File: config.mk
export PLATFORM = sky130hd
export DESIGN_NAME = ahb_slave_mux
export DESIGN_NICKNAME = d
export VERILOG_FILES = /design/src/rtl/ahb_slave_mux.sv
export SDC_FILE = /design/constraint.sdc
export NUM_CORES = 1
export LEC_CHECK = 0
export BUFFER_PORTS_ARGS = -buffer_cell sky130_fd_sc_hd__buf_2
export CAP_MARGIN = 20
export CELL_PAD_IN_SITES_DETAIL_PLACEMENT = 0
export CELL_PAD_IN_SITES_GLOBAL_PLACEMENT = 1
export CORE_MARGIN = 2
export CORE_UTILIZATION = 11
export CTS_CLUSTER_SIZE = 8
export DETAILED_ROUTE_END_ITERATION = 7
export MAX_ROUTING_LAYER = met4
export PLACE_DENSITY_LB_ADDON = 0.1
export REMOVE_ABC_BUFFERS = 1
export SLEW_MARGIN = 20
export SYNTH_ARGS = -nofsm -noshare
export SYNTH_HDL_FRONTEND = slang
export SYNTH_SLANG_ARGS = --single-unit
File: constraint.sdc
create_clock -name HCLK -period 1.55 [get_ports HCLK]
set_clock_uncertainty 0.05 [all_clocks]
set_input_delay 0.155 -clock HCLK [delete_from_list [all_inputs] [get_ports HCLK]]
set_output_delay 0.155 -clock HCLK [all_outputs]
set_load 0.005 [all_outputs]
File: src/rtl/ahb_slave_mux.sv
// rtl/ahb_slave_mux.sv - AHB slave multiplexer with DES slave decode and built-in default slave
//
// Purpose: decodes the AHB address phase into a DES slave select and registers
// the select for the data phase. The data-phase response (HREADY/HRESP/HRDATA)
// is muxed from the DES slave, a zero-wait OKAY for idle/busy transfers, or a
// built-in default slave that answers unmapped transfers with a two-cycle ERROR.
//
// Optional feature: define AHB_MUX_ERRCNT_EN to add the ERR_COUNT output,
// a saturating count of ERROR responses started by the default slave.
//
// Ports:
//   HCLK           in   1   clock, all state on rising edge
//   HRESET         in   1   asynchronous active-high reset
//   HADDR          in  32   address-phase address
//   HTRANS         in   2   transfer type (IDLE/BUSY/NONSEQ/SEQ)
//   HSEL_DES       out  1   address-phase select to DES slave
//   HREADYOUT_DES  in   1   DES slave ready
//   HRESP_DES      in   1   DES slave response
//   HRDATA_DES     in  64   DES slave read data
//   HREADY         out  1   muxed ready (to master and all slaves)
//   HRESP          out  1   muxed response (0 OKAY, 1 ERROR)
//   HRDATA         out 64   muxed read data
//   ERR_COUNT      out  8   unmapped-access error count (AHB_MUX_ERRCNT_EN only)

module ahb_slave_mux #(
  parameter logic [31:0] DES_BASE = 32'h8000_0000,
  parameter logic [31:0] DES_MASK = 32'hFFFF_F000
) (
  input  logic        HCLK,
  input  logic        HRESET,
  input  logic [31:0] HADDR,
  input  logic [1:0]  HTRANS,
  output logic        HSEL_DES,
  input  logic        HREADYOUT_DES,
  input  logic        HRESP_DES,
  input  logic [63:0] HRDATA_DES,
  output logic        HREADY,
  output logic        HRESP,
  output logic [63:0] HRDATA
`ifdef AHB_MUX_ERRCNT_EN
  ,
  output logic [7:0]  ERR_COUNT
`endif
);

  typedef enum logic [1:0] {
    SEL_NONE = 2'd0,
    SEL_DES  = 2'd1,
    SEL_DEF  = 2'd2
  } dsel_e;

  typedef enum logic [1:0] {
    ST_IDLE = 2'd0,
    ST_ERR1 = 2'd1,
    ST_ERR2 = 2'd2
  } state_e;

  dsel_e  dsel_q, dsel_d;
  state_e state_q, state_d;

  logic htrans_active;
  logic def_capture;

  assign HSEL_DES      = ((HADDR & DES_MASK) == (DES_BASE & DES_MASK));
  assign htrans_active = (HTRANS == 2'b10) || (HTRANS == 2'b11);

  // A transfer is only accepted while HREADY is high; a held address during
  // wait states is never re-decoded into the data-phase select or the FSM.
  assign def_capture = HREADY && !HSEL_DES && htrans_active;

  always_comb begin
    dsel_d = dsel_q;
    if (HREADY) begin
      if (HSEL_DES)           dsel_d = SEL_DES;
      else if (htrans_active) dsel_d = SEL_DEF;
      else                    dsel_d = SEL_NONE;
    end
  end

  // State register
  always_ff @(posedge HCLK or posedge HRESET) begin
    if (HRESET) begin
      dsel_q  <= SEL_NONE;
      state_q <= ST_IDLE;
    end else begin
      dsel_q  <= dsel_d;
      state_q <= state_d;
    end
  end

  // Next-state logic
  always_comb begin
    state_d = state_q;
    case (state_q)
      ST_IDLE: state_d = def_capture ? ST_ERR1 : ST_IDLE;
      ST_ERR1: state_d = ST_ERR2;
      ST_ERR2: state_d = def_capture ? ST_ERR1 : ST_IDLE;
      default: state_d = ST_IDLE;
    endcase
  end

  // Output logic: data-phase mux
  always_comb begin
    HREADY = 1'b1;
    HRESP  = 1'b0;
    HRDATA = 64'd0;
    case (dsel_q)
      SEL_DES: begin
        HREADY = HREADYOUT_DES;
        HRESP  = HRESP_DES;
        HRDATA = HRDATA_DES;
      end
      SEL_DEF: begin
        // ERR1 stalls with ERROR, ERR2 completes the ERROR.
        case (state_q)
          ST_ERR1: begin
            HREADY = 1'b0;
            HRESP  = 1'b1;
          end
          ST_ERR2: begin
            HREADY = 1'b1;
            HRESP  = 1'b1;
          end
          default: begin
            HREADY = 1'b1;
            HRESP  = 1'b0;
          end
        endcase
      end
      default: begin
        HREADY = 1'b1;
        HRESP  = 1'b0;
      end
    endcase
  end

`ifdef AHB_MUX_ERRCNT_EN
  logic [7:0] err_count_q, err_count_d;

  // ERR1 always leaves to ERR2, so entering ERR1 is exactly state_d == ERR1.
  always_comb begin
    err_count_d = err_count_q;
    if ((state_d == ST_ERR1) && (err_count_q != 8'hFF))
      err_count_d = err_count_q + 8'd1;
  end

  always_ff @(posedge HCLK or posedge HRESET) begin
    if (HRESET) err_count_q <= 8'd0;
    else        err_count_q <= err_count_d;
  end

  assign ERR_COUNT = err_count_q;
`endif

endmodule

==> results.py <==
metrics = {
    "clocking": {
        "clock_sinks": 4,
        "cts_tree": "built",
        "ctsRootBufferMaster": "clkbuf_8",
        "clk_pin_slew_worst_paths_ns": 0.03,
        "cts_buffers": 3,
        "h-tree-depth": 1,
        "clk-insertion-delay-late_ns": 0.21,
        "clock_path_buffers": 2,
    },
    "critical_path": {
        "cp-start-kind": "flop",
        "worstRegToRegCells": 4,
        "worstSetupPathType": "flop to primary output",
        "critPathArrivalTime_ns": 1.39,
        "path_max_fanout": 4,
        "endpoint_kind": "primary output",
        "worstPathRequired_ns": 1.34,
    },
    "sta": {
        "rsz0062_at_grt": "true",
        "fin_tns_setup_ns": -0.04442,
        "drv_slew": 0,
        "finalHoldViolations": 0,
        "max_freq_ghz": 0.6272,
        "fin_ws_ns": -0.04442,
        "setup_viol": 1,
        "period_share": 1.029,
        "finalCriticalPeriod_ns": 1.594,
        "worstMarginPinSlew_ns": 0.3107,
        "maxSlewHeadroom": 0.7910,
    },
    "layout": {
        "layout_common_cells": "buf_2 (154), and2_1 (63), buf_4 (7)",
        "areaGrowthSynthToFinish_pct": 140.9,
        "antenna_cells": 0,
        "nNetsFinal": 374,
        "final_layout_size_suffix_gt1_frac": 0.6780,
        "seq_area_um2": 101.3,
        "multi_input_area_um2": 635.6,
        "fill_cells": 734,
        "layout_commonest_cell": "buf_2",
    },
    "grt": {
        "grt_start_max_net_pins": 38,
        "grt_pass1_wl_um": 5547,
        "grt_pass1_vias": 1119,
        "grt_usage": 0.09695,
        "antenna_found_initial": 0,
        "overflow": 0,
    },
    "yosys": {
        "ys_seq_area_frac": 0.1354,
        "syn_inst": 103,
        "syn_area_um2": 739.5,
        "synth_cell_types": 17,
        "syn_avg_cell_area_um2": 7.179,
        "yosys_warnings": 0,
        "synth_seq_cells": 4,
    },
    "placed_design": {
        "gp_congestion": 0.7003,
        "dp_hpwl_um": 3257,
        "port_buffers": 155,
    },
    "min_path": {
        "min_path_cells": 3,
        "hold_path_class": "input port to flop",
    },
    "power_and_ir_drop": {
        "peakVddDrop_v": 0.0003094,
        "power_density_nw_per_um2": 491.7,
        "power.leakage_nw": 1.135,
        "finalPower_uw": 876.0,
    },
    "job": {
        "maxCapViolations": 0,
    },
    "drt": {
        "drtIter0Drc": 15,
        "routed_via_density": 3.510,
        "wl_per_cell_um": 11.00,
        "ant_nets": 0,
        "via_count": 1197,
        "routed_wl_um": 3752,
        "drc": 0,
        "drtPass1Iterations": 2,
    },
    "floorplanning": {
        "die-width_um": 85.99,
        "initial_core_util": 0.1151,
        "fp.dieH_um": 85.99,
        "num_rows": 29,
        "die_area_um2": 7394,
        "io_pins": 169,
        "core_um2": 6422,
    },
    "run_status": {
        "violations": "negative setup slack",
        "status": "complete, but fails checks",
    },
}
## routing by layer
layer / track usage / wire (um)
met5: - / 0
met4: 0.01299 / 0
met3: 0.01925 / 232
met2: 0.1889 / 2205
met1: 0.1018 / 1313
## critical path: stages (launching register included)
cell and delay (ns):
dfrtp_1 0.42, inv_2 0.09, ha_4 0.19, a221o_1 0.32, buf_2 0.15
## power by group
| part | total, mW | internal (mW) | switching [mW] |
|---|---|---|---|
| Clock | 0.215 | 0.165 | 0.0496 |
| Combinational | 0.474 | 0.301 | 0.174 |
| Sequential | 0.187 | 0.144 | 0.0433 |
## synthesized netlist by cell type (all sizes together)
master / number / area share
a221o: 1 / 0.014
a22oi: 1 / 0.010
and2: 64 / 0.54
clkbuf: 7 / 0.036
dfrtp: 4 / 0.14
ha: 6 / 0.10
inv: 6 / 0.030
mux2: 1 / 0.020
mux2i: 1 / 0.014
nand2: 1 / 0.0085
nand3: 1 / 0.0068
nor2: 2 / 0.010
nor3b: 1 / 0.010
nor4: 4 / 0.034
nor4b: 1 / 0.012
o21ai: 1 / 0.0068
o21bai: 1 / 0.010
## stage by stage
stage / hold WS (ns) / setup slack, ns / util / cell area (um2) / cells
final: 0.2019 / -0.04442 / 0.2774 / 1782 / 341
after global routing: 0.2422 / -0.1166 / 0.2774 / 1782 / 341
after CTS: 0.2090 / -0.04997 / 0.2747 / 1764 / 340
after detailed placement: -0.003025 / 0.01054 / 0.2538 / 1630 / 334
after global placement: -0.004011 / 0.007489 / 0.2538 / 1630 / 334
after floorplan: -0.1289 / -0.5113 / - / 713.2 / 96
## state kept, by name (all words and copies together), names as in the netlist
name	cells
dsel_q	2
state_q	2
## area by class of cell
type | instances | share of cell area
Clock buffer | 3 | 0.02317
Inverter | 6 | 0.01264
Multi-Input combinational cell | 86 | 0.3567
Sequential cell | 4 | 0.05688
Tap cell | 77 | 0.05407
Timing Repair Buffer | 165 | 0.4965
## final timing paths
| check | start | slack, ns | end |
|---|---|---|---|
| max in group asynchronous | HRESET | 0.96 | state_q[0] |
| worst min-delay path | HTRANS[1] | 0.20 | state_q[0] |
| min in group asynchronous | HRESET | 0.32 | state_q[1] |
| worst max register to register | dsel_q[0] | 0.05 | dsel_q[0] |
| worst max-delay path | dsel_q[0] | -0.04 | HREADY |
| worst min register to register | state_q[0] | 0.53 | state_q[1] |
## logic make-up (layout without fill, tap and decap cells)
family / after synthesis / after routing / synth area share
and+or+nand+nor: 74 / 74 / 0.6227
buffers and inverters: 13 / 174 / 0.06599
adders and majority gates: 6 / 6 / 0.1015
AOI/OAI and AO/OA: 4 / 4 / 0.04061
DFF: 4 / 4 / 0.1354
muxes: 2 / 2 / 0.03384
## repair_timing
| item | CTS | global route |
|---|---|---|
| setup buffers | 2 | 1 |
| setup endpoints to repair | 66 | 67 |
| hold buffers | 1 | 0 |
| pin swaps | 2 | 1 |
| gates resized for setup | 16 | 3 |
| hold endpoints to repair | 4 | 0 |
(Power assumes the default switching activity.)
